===== config.mk =====
export PLATFORM = sky130hd
export DESIGN_NAME = bsg_priority_crossbar
export DESIGN_NICKNAME = d
export VERILOG_FILES = /design/src/rtl/bsg_priority_crossbar.sv
export SDC_FILE = /design/constraint.sdc
export NUM_CORES = 1
export LEC_CHECK = 0
export ABC_AREA = 1
export CAP_MARGIN = 25
export CORE_AREA = 2 2 153 155
export DETAILED_ROUTE_END_ITERATION = 8
export DIE_AREA = 0 0 155 157
export SLEW_MARGIN = 5
export SYNTH_ARGS = -nofsm -noshare
export SYNTH_HDL_FRONTEND = slang
export SYNTH_SLANG_ARGS = --single-unit

===== constraint.sdc =====
create_clock -name clk_i -period 3.7 [get_ports clk_i]
set_clock_uncertainty 0.15 [all_clocks]
set_input_delay 0.925 -clock clk_i [delete_from_list [all_inputs] [get_ports clk_i]]
set_output_delay 0.925 -clock clk_i [all_outputs]
set_load 0.05 [all_outputs]

===== src/rtl/bsg_priority_crossbar.sv =====
// Priority-select crossbar: each output priority-encodes its request row to a
// one-hot select that drives an AND-OR word mux, with a 1-cycle registered copy.
module bsg_priority_crossbar #(
    parameter int i_els_p    = 4,
    parameter int o_els_p    = 1,
    parameter int width_p    = 64,
    parameter int lo_to_hi_p = 1
) (
    input  logic                       clk_i,
    input  logic                       reset_i,
    input  logic [i_els_p*width_p-1:0] data_i,
    input  logic [o_els_p*i_els_p-1:0] req_i,
    output logic [o_els_p*i_els_p-1:0] sel_one_hot_o,
    output logic [o_els_p-1:0]         v_o,
    output logic [o_els_p*width_p-1:0] data_o,
    output logic [o_els_p-1:0]         v_r_o,
    output logic [o_els_p*width_p-1:0] data_r_o
);

    if (i_els_p < 1 || o_els_p < 1 || width_p < 1) begin : g_bad_params
        $error("bsg_priority_crossbar: i_els_p, o_els_p and width_p must all be >= 1");
    end

    function automatic logic [i_els_p-1:0] reverse_bits(input logic [i_els_p-1:0] x);
        logic [i_els_p-1:0] r;
        for (int k = 0; k < i_els_p; k++) begin
            r[k] = x[i_els_p-1-k];
        end
        return r;
    endfunction

    // x & -x keeps only the lowest set bit; all-zero in gives all-zero out.
    function automatic logic [i_els_p-1:0] isolate_lowest(input logic [i_els_p-1:0] x);
        return x & (~x + i_els_p'(1));
    endfunction

    for (genvar j = 0; j < o_els_p; j++) begin : g_row
        logic [i_els_p-1:0] row_req;
        logic [i_els_p-1:0] sel_row;
        logic [width_p-1:0] row_data;

        assign row_req = req_i[j*i_els_p +: i_els_p];

        if (lo_to_hi_p != 0) begin : g_lo_first
            assign sel_row = isolate_lowest(row_req);
        end else begin : g_hi_first
            assign sel_row = reverse_bits(isolate_lowest(reverse_bits(row_req)));
        end

        // NOTE: default assignment before the loop keeps this purely combinational (no latch).
        always_comb begin
            row_data = '0;
            for (int k = 0; k < i_els_p; k++) begin
                row_data |= {width_p{sel_row[k]}} & data_i[k*width_p +: width_p];
            end
        end

        assign sel_one_hot_o[j*i_els_p +: i_els_p] = sel_row;
        assign v_o[j]                              = |row_req;
        assign data_o[j*width_p +: width_p]        = row_data;
    end

    logic [o_els_p-1:0]         v_d, v_q;
    logic [o_els_p*width_p-1:0] data_d, data_q;

    assign v_d    = v_o;
    assign data_d = data_o;

    // NOTE: sequential state uses non-blocking assignments so all flops update together.
    always_ff @(posedge clk_i or posedge reset_i) begin
        if (reset_i) begin
            v_q    <= '0;
            data_q <= '0;
        end else begin
            v_q    <= v_d;
            data_q <= data_d;
        end
    end

    assign v_r_o    = v_q;
    assign data_r_o = data_q;

endmodule


---- Word-level counts from Yosys, hierarchy flattened ----
Index checks and enable logic that the tools add are counted.
operators by class
  add/subtract/negate cells ............... 1
  bitwise gates (word level) .............. 9
  reduce and logical (&&, ||, !) cells .... 1
operators by type and width
  operator                                      count
  AND 64 bit                                    4
  OR 64 bit                                     3
  adder 4 x 1 -> 4 bit (second input constant)  1
  AND 4 bit                                     1
  inverter 4 bit                                1
  OR reduction 4 bit                            1
word-level totals
  register bits after elaboration ......... 65

---- Longest topological paths before layout ----
Gate-level depths: netlist (run 1).
  depth after elaboration ................. 7
  mapped depth ............................ 6
  mapped depth without buffers ............ 5

---- Worst setup path after synthesis (run 1) ----
Ideal clock, no wire load.
  path kind ............................... input -> output
  start ................................... input port req_i[0]
  end ..................................... output port sel_one_hot_o[3]
  stages on the path ...................... 4
  buffers on the path ..................... 1
  slack ................................... 0.294 ns
  data required time ...................... 2.625 ns
  arrival ................................. 2.331 ns
  cells stage by stage .................... nor2_4 > buf_2 > inv_1 > nor3_1
between the ends
  word-level cells in the longest chain between the ends .. 3
ends and longest elaborated chain
  element               line  source
  start: declaration    12    input logic [o_els_p*i_els_p-1:0] req_i,
  inverter 4 bit        34    return x & (~x + i_els_p'(1));
  adder 4 x 1 -> 4 bit  34
  AND 4 bit             34
  end: declaration      13    output logic [o_els_p*i_els_p-1:0] sel_one_hot_o,
No other way between the ends.

---- Worst setup path in the final report (run 1) ----
  start ................................... input port req_i[0]
  end ..................................... output port data_o[46]
between the ends
  word-level cells in the longest chain between the ends .. 7
ends and longest elaborated chain
  element                  line  source
  inverter 4 bit           34
  adder 4 x 1 -> 4 bit     34
  AND 4 bit *              34
  AND 64 bit               54    row_data |= {width_p{sel_row[k]}} & data_i[k*width_p +: width_p];
  OR 64 bit (2 in series)  54
  OR 64 bit *              54
  end: declaration         15    output logic [o_els_p*width_p-1:0] data_o,
Mark *: on every way between the ends. The rest lies on a longest branch, timed or not.

==> metrics.csv, run 1 <==
metric,value,unit
outcome,finished clean,
drc_errors,0,
detail_route.vias_per_cell,4.60,
num_antenna_cells,0,
multi_input_area,1870,µm²
cp-end-kind,output pin,
synth_nets,842,
vias,5694,
syn_inst,580,
rsz0062_at_grt,no,
synthTopCellsByCount,"193 x nand3_1, 128 x nand2_1, 65 x dfrtp_1, 64 x nand4_1, 52 x inv_1",
power-per-cell-area,348,nW/µm²
grt_overflow,0,
met2_usage,31.7,%
final_util,41.0,%
critPathMaxStageDelay,0.27,ns
dp_hpwl,17500,µm
syn_avg_cell_area,7.07,µm²
fin_cells,1237,
worstSetupPathDepth,6,
period_minus_slack,3.26,ns
drt_pass1_iterations,4,
wl_per_cell,18.6,µm
finalSetupTns,0,ns
grt.busiest_layer,met2,
tightest_slew,0.612,ns
vdd_drop_max,0.153,mV
synth_cell_types,15,
htreeDepth,3,
leakage,4.07,nW
tritoncts,yes,
cp_common_cell,buf_12,
crit_path_start,req_i[0],
synth_top_cell_by_area,dfrtp_1,
cp_num_buf_inv,3,
cts_root_buf,clkbuf_16,
grt_pass1_wl,33100,µm
grt_max_degree,77,
rows,55,
place_area,8930,µm²
endpoint,data_o[46],
grt_use_met3,5.01,%
grt_usage,18.1,%
slew_headroom,59.0,%
clk_path_buf_depth,2,
synth_seq_cells,65,
fin_area,9220,µm²
drtIter0Drc,385,
die_x,155,µm
fill_cells,2292,
drive_above_1_share,12.8,%
pin_count,396,
worstPathArrival,2.18,ns
cts.clk_slew.worst_paths,0.06,ns
grt_use_met1,20.4,%
dp.cells,1221,
regArea,1630,µm²
yosys_warnings,0,
cp_cell_sequence,buf_2 -> nor2_4 -> buf_12 -> nand4_1 -> nand3_1 -> buf_12,
core,22500,µm²
setup_viol,0,
numCtsBuffers,9,
ys_seq_area_share,39.6,%
routed_wl,22900,µm
slowest_stage,buf_12,
layout.nets,1209,
startpoint_type,input pin,
cts.sinks,65,
fp.dieArea,24300,µm²
hold_viol_final,0,
hold_class,input pin to asynchronous set/reset pin,
path_class,input pin to output pin,
antenna_found_initial,0,
synth_most_common_cell,nand3_1,
cts_post_setup_buffers_inserted,0,
max_freq,0.307,GHz
die_h,157,µm
synth_edf_count,0,
ctsHoldBuffers,0,
start_util,18.2,%
place.gp.congestion,0.928,
portBuffers,395,
drtAntennaViolNets,0,
cts_resized,0,
drv_cap,0,
area_growth,125,%
grt_pass1_vias,5687,
crit_fanout,76,
drv_slew,0,
worst_hold_slack,0.834,ns
synthTopCellsByArea,"dfrtp_1 40%, nand3_1 24%, nand2_1 12%",
fin_crit_sh,88.1,%
synthArstFlopShare,100,%
cp.required,2.62,ns
cpLargestDelayFamily,buffers and inverters,
synth_top_flop_cell,dfrtp_1,
yosys.area.top_type_share,39.6,%
syn_area,4100,µm²
## registers in the layout, indices dropped and copies added (netlist names)
name / count
data_r_o: 64
v_r_o: 1
## per-stage QoR
step	setup WS (ns)	total power, W
finish	0.442	0.00321
global route	0.392	0.00334
CTS	0.480	0.00325
detailed placement	0.476	0.00234
global placement	0.487	0.00234
floorplan	0.294	0.00152
## power breakdown
group	total [W]	internal, W	switching (W)	leakage, nW
combinational	0.00153	0.000677	0.000854	3.14
sequential	0.000794	0.000775	0.0000188	0.786
clock	0.000881	0.000540	0.000341	0.144
total	0.00321	0.00199	0.00121	4.07
## cell type report
cell class / instances / share of cell area [%]
timing repair buffer: 412 / 52.2
multi-input combinational: 389 / 20.3
sequential: 65 / 17.6
tap: 285 / 3.87
inverter: 70 / 2.85
clock buffer: 13 / 2.71
clock inverter: 3 / 0.434
## layer usage
metal / wire length, µm / vias to the layer above / share of wire (%)
li1: - / 2683 / -
met3: 2000 / 43 / 8.7
met5: 0 / - / 0
met4: 833 / 0 / 3.6
met1: 8600 / 2642 / 37
met2: 11500 / 326 / 50
## how the worst min path moves through the flow
stage / from / cells after the start / end / slack, ns
CTS: reset_i / 3 / data_r_o[25] / 0.85
global placement: reset_i / 3 / data_r_o[42] / 1.23
floorplan: data_r_o[0] / 0 / data_r_o[0] / 1.30
finish: reset_i / 3 / data_r_o[42] / 0.83
global route: reset_i / 3 / data_r_o[42] / 0.87
detailed placement: reset_i / 3 / data_r_o[25] / 1.22
## layout by cell type (no fill, tap or decap), drive strengths merged
master | netlist | layout
inv | 69 | 69
clkbuf | 13 | 13
nand4 | 64 | 64
nor3 | 1 | 1
buf | 43 | 89
bufinv | 0 | 1
dfrtp | 65 | 65
clkinv | 1 | 3
nor2 | 3 | 3
clkdlybuf4s50 | 0 | 323
nand3 | 193 | 193
nand2 | 128 | 128
## cells by family after synthesis
group / share of synthesized area [%]
buf+inv: 14.8
flops: 39.6
simple gates: 45.6
Power figures use the tool's default switching activity.
==> run 2: changes to the inputs <==
Settings changed: CORE_AREA 2 2 153 155 to 2 2 155 157, CTS_BUF_LIST set to sky130_fd_sc_hd__clkbuf_8, CTS_CLUSTER_SIZE set to 8, DIE_AREA 0 0 155 157 to 0 0 157 159, DONT_BUFFER_PORTS set to 1.
==> run 2 against run 1 <==
Effect of this change: via count fell by 22%; clock power down 17%; design area is 47% lower; largest power group is now sequential cells; core utilization decreased by 20 points; worst hold slack got worse by 0.49 ns; first-iteration DRC count rose by 26%; sequential share of layout area is 16 points higher; critical path type unchanged.
==> metrics.csv, run 2 (synthesis results as in run 1) <==
metric,value,unit,change
place.gp.congestion,0.844,,-9.0%
p_total,0.00235,W,-27%
path_class,input pin to output pin,,
dp_hpwl,12700,µm,-27%
swShare,43.5,%,+5.7 points
start_util,17.7,%,-0.54 points
critPathMaxStageDelay,0.45,ns,+0.18 ns
combPwrFrac,24.2,%,-24 points
place_area,4640,µm²,-48%
cts.sinks,65,,unchanged
num_antenna_cells,0,,unchanged
cp_cell_sequence,nor2_4 -> buf_12 -> nand4_1 -> nand3_1,,
cp.required,2.62,ns,about the same
rsz0062_at_grt,no,,
grt_pass1_vias,4273,,-25%
drtAntennaViolNets,0,,unchanged
fin_area,4870,µm²,-47%
ctsHoldBuffers,0,,unchanged
wl_met3,1890,µm,-5.5%
leakage,2.27,nW,-44%
fill_cells,2575,,+12%
antenna_found_initial,0,,unchanged
p_int,0.00133,W,-33%
die_x,157,µm,+1.3%
highest_layer,met4,,
fp.dieArea,25000,µm²,+2.6%
regArea,1630,µm²,unchanged
detail_route.vias_per_cell,5.00,,+8.7%
outcome,finished clean,,
drt-met1-wl,6640,µm,-23%
layout.nets,828,,-32%
rows,56,,+1.8%
die_h,159,µm,+1.3%
drive_above_1_share,11.7,%,-1.1 points
wl_met2,8690,µm,-24%
switchingPower,0.00102,W,-16%
multi_input_area,1880,µm²,+0.27%
tritoncts,yes,,
power_frac_clock,31.2,%,+3.7 points
grt_usage,13.3,%,-4.8 points
routed_wl,17900,µm,-22%
power-per-cell-area,483,nW/µm²,+39%
final_common_cell,nand3_1,,
tightest_slew,0.657,ns,+0.0451 ns
period_minus_slack,3.18,ns,-0.0779 ns
cts_root_buf,clkbuf_8,,
setup_viol,0,,unchanged
hold_class,input pin to asynchronous set/reset pin,,
drc_errors,0,,unchanged
dp.cells,874,,-28%
core,23200,µm²,+3.1%
worstPathArrival,2.11,ns,-0.07 ns
portBuffers,0,,-100%
wl_per_cell,20.1,µm,+8.4%
clk_path_buf_depth,2,,unchanged
drv_cap,0,,unchanged
fin_crit_sh,86.0,%,-2.1 points
largest_reg_flops,64,,unchanged
grt_pass1_wl,25000,µm,-25%
final_cell_mix,"193 x nand3_1, 128 x nand2_1, 65 x dfrtp_1",,
drt_pass1_iterations,5,,+1
cts.clk_slew.worst_paths,0.09,ns,+0.03 ns
htreeDepth,3,,unchanged
drv_slew,0,,unchanged
slowest_stage,nand3_1,,
cp-end-kind,output pin,,
slew_headroom,56.2,%,-2.9 points
crit_fanout,68,,-11%
fin_cells,890,,-28%
grt_max_degree,69,,-10%
max_freq,0.314,GHz,+2.4%
hold_viol_final,0,,unchanged
pin_count,396,,unchanged
vdd_drop_max,0.123,mV,-19%
seqPwrFrac,44.6,%,+20 points
cts_post_setup_buffers_inserted,0,,unchanged
area_growth,18.6,%,
finalSetupTns,0,ns,unchanged
startpoint_type,input pin,,
grt_overflow,0,,unchanged
vias,4452,,-22%
cts_resized,0,,unchanged
numCtsBuffers,9,,unchanged
drtIter0Drc,486,,+26%
run 2: routing by layer:
| layer | up-vias | track usage, % |
|---|---|---|
| met5 | - | 0 |
| met4 | 0 | 6.67 |
| met3 | 44 | 3.51 |
| met2 | 382 | 22.8 |
| met1 | 2103 | 15.1 |
| li1 | 1923 | - |
run 2: critical path, delay by kind of cell:
family                 cells  cell delay (ns)
buffers and inverters      1             0.25
AND/OR/NAND/NOR            3             0.81
run 2: worst paths after layout:
check	startpoint	endpoint	slack, ns	depth (start not counted)
min in group clk_i	req_i[3]	v_r_o	0.64	2
min	reset_i	data_r_o[39]	0.34	1
max in group asynchronous	reset_i	data_r_o[8]	2.42	2
max	req_i[0]	data_o[58]	0.52	4
run 2: layout make-up:
type / instances / area share (%)
clock buffer: 11 / 3.11
clock inverter: 5 / 1.62
inverter: 70 / 5.43
multi-input combinational: 389 / 38.5
sequential: 65 / 33.4
tap: 319 / 8.20
timing repair buffer: 31 / 9.67
run 2: stage by stage:
| stage | setup WS [ns] | utilization [%] | hold WS [ns] |
|---|---|---|---|
| after detailed placement | 0.572 | 20.0 | 0.766 |
| after global routing | 0.432 | 21.0 | 0.369 |
| after global placement | 0.557 | 20.0 | 0.773 |
| final | 0.520 | 21.0 | 0.344 |
| after CTS | 0.570 | 21.0 | 0.343 |
| after floorplan | 0.294 | - | 1.30 |
run 2: power groups by stage:
| stage | registers [W] | logic, W | clock network, W |
|---|---|---|---|
| 6_report | 0.00105 | 0.000569 | 0.000733 |
| 3_3_place_gp | 0.00106 | 0.000567 | 0 |
| 4_1_cts | 0.00105 | 0.000571 | 0.000776 |
| 3_5_place_dp | 0.00106 | 0.000571 | 0 |
| 5_1_grt | 0.00105 | 0.000604 | 0.000807 |
| 2_1_floorplan | 0.00104 | 0.000476 | 0 |
==> run 3: changes to the inputs <==
Settings changed: CORE_AREA 2 2 155 157 to 2 2 154 156, DIE_AREA 0 0 157 159 to 0 0 156 158.
==> run 3 against run 2 <==
Effect of this change: core utilization is 0.068 points lower; non-clock buffer count is 8 higher; sequential cell count stayed put; worst hold slack better by 0.010 ns; fmax hardly changed; clock power is 18% lower; largest power group unchanged.
==> metrics.csv, run 3 (synthesis results as in run 1) <==
metric,value,unit,change
cp_cell_sequence,inv_2 -> buf_4 -> nand4_1 -> nand3_1,,
place.gp.congestion,0.897,,+6.2%
outcome,finished clean,,
fp.dieArea,24600,µm²,-1.3%
drt_pass1_iterations,5,,unchanged
grt_usage,13.1,%,-0.20 points
htreeDepth,3,,unchanged
pin_count,396,,unchanged
core,23100,µm²,-0.60%
crit_fanout,66,,-2.9%
power-per-cell-area,462,nW/µm²,-4.4%
leakage,2.29,nW,+0.94%
drv_cap,0,,unchanged
slowest_stage,nand3_1,,
ctsHoldBuffers,0,,unchanged
drc_errors,0,,unchanged
cts.sinks,65,,unchanged
wl_per_cell,20.1,µm,about the same
routed_wl,17500,µm,-2.3%
antenna_found_initial,2,,+2
setup_viol,0,,unchanged
drv_slew,0,,unchanged
rows,56,,unchanged
hold_class,input pin to asynchronous set/reset pin,,
largest_reg_flops,64,,unchanged
hold_viol_final,0,,unchanged
cts_post_setup_buffers_inserted,0,,unchanged
vias,4426,,-0.58%
dp.cells,853,,-2.4%
cp.required,2.62,ns,about the same
rsz0062_at_grt,no,,
period_minus_slack,3.18,ns,+0.000349 ns
detail_route.vias_per_cell,5.09,,+1.8%
vdd_drop_max,0.149,mV,+21%
tightest_slew,0.634,ns,-0.0236 ns
grt_max_degree,69,,unchanged
layout.nets,836,,+0.97%
drtIter0Drc,480,,-1.2%
area_growth,17.5,%,
grt_pass1_wl,24100,µm,-3.3%
path_class,input pin to output pin,,
final_cell_mix,"193 x nand3_1, 128 x nand2_1, 65 x dfrtp_1",,
max_freq,0.314,GHz,about the same
final_common_cell,nand3_1,,
drtAntennaViolNets,0,,unchanged
grt_pass1_vias,4091,,-4.3%
cts_resized,0,,unchanged
grt_overflow,0,,unchanged
fin_cells,869,,-2.4%
clk_path_buf_depth,2,,unchanged
crit_path_start,req_i[2],,
numCtsBuffers,9,,unchanged
die_h,158,µm,-0.63%
die_x,156,µm,-0.64%
portBuffers,0,,unchanged
final_util,20.9,%,-0.068 points
drive_above_1_share,12.5,%,+0.72 points
dp_hpwl,12700,µm,-0.26%
cp-end-kind,output pin,,
finalSetupTns,0,ns,unchanged
worstPathArrival,2.11,ns,about the same
tritoncts,yes,,
critPathMaxStageDelay,0.47,ns,+0.02 ns
fin_crit_sh,86.0,%,about the same
start_util,17.8,%,+0.11 points
startpoint_type,input pin,,
cts.clk_slew.worst_paths,0.09,ns,about the same
slew_headroom,57.6,%,+1.5 points
cts_root_buf,clkbuf_8,,
run 3: worst paths after layout:
check	slack, ns	end
min in group clk_i	0.64	v_r_o
max in group asynchronous	2.57	data_r_o[61]
worst min-delay path	0.35	data_r_o[30]
worst max-delay path	0.52	data_o[32]
run 3: report_power, final:
part	switching [W]	internal [W]	leakage [nW]	total, W
sequential	0.000275	0.000771	0.786	0.00105
clock	0.000300	0.000300	0.101	0.000600
combinational	0.000430	0.000149	1.41	0.000579
total	0.00100	0.00122	2.29	0.00223
run 3: cell type report:
class                      count  area, µm²
clock buffer                   9        124
fill                        2522      18200
antenna                        1       2.50
sequential                    65       1630
tap                          290        363
timing repair buffer          39        518
clock inverter                 6       52.6
multi-input combinational    389       1870
inverter                      70        264
run 3: worst max-delay path, delay by kind of cell:
kind / cells / cell delay [ns]
buffers and inverters: 2 / 0.48
and+or+nand+nor: 2 / 0.63
run 3: through the flow:
step / worst slack, ns / hold WS, ns / power, W / cell area [µm²]
after floorplan: 0.294 / 1.30 / 0.00152 / 4100
after global placement: 0.631 / 0.751 / 0.00164 / 4640
after detailed placement: 0.606 / 0.755 / 0.00164 / 4640
after CTS: 0.608 / 0.335 / 0.00227 / 4820
after global routing: 0.468 / 0.348 / 0.00234 / 4820
final: 0.519 / 0.354 / 0.00223 / 4820
run 3: per-layer routing:
metal / global-route usage [%] / part of all wire [%] / vias up
met3: 5.06 / 12 / 40
met1: 14.6 / 35 / 2097
met4: 6.60 / 3.3 / 2
met2: 21.8 / 49 / 348
met5: 0 / 0.063 / -
li1: - / - / 1939
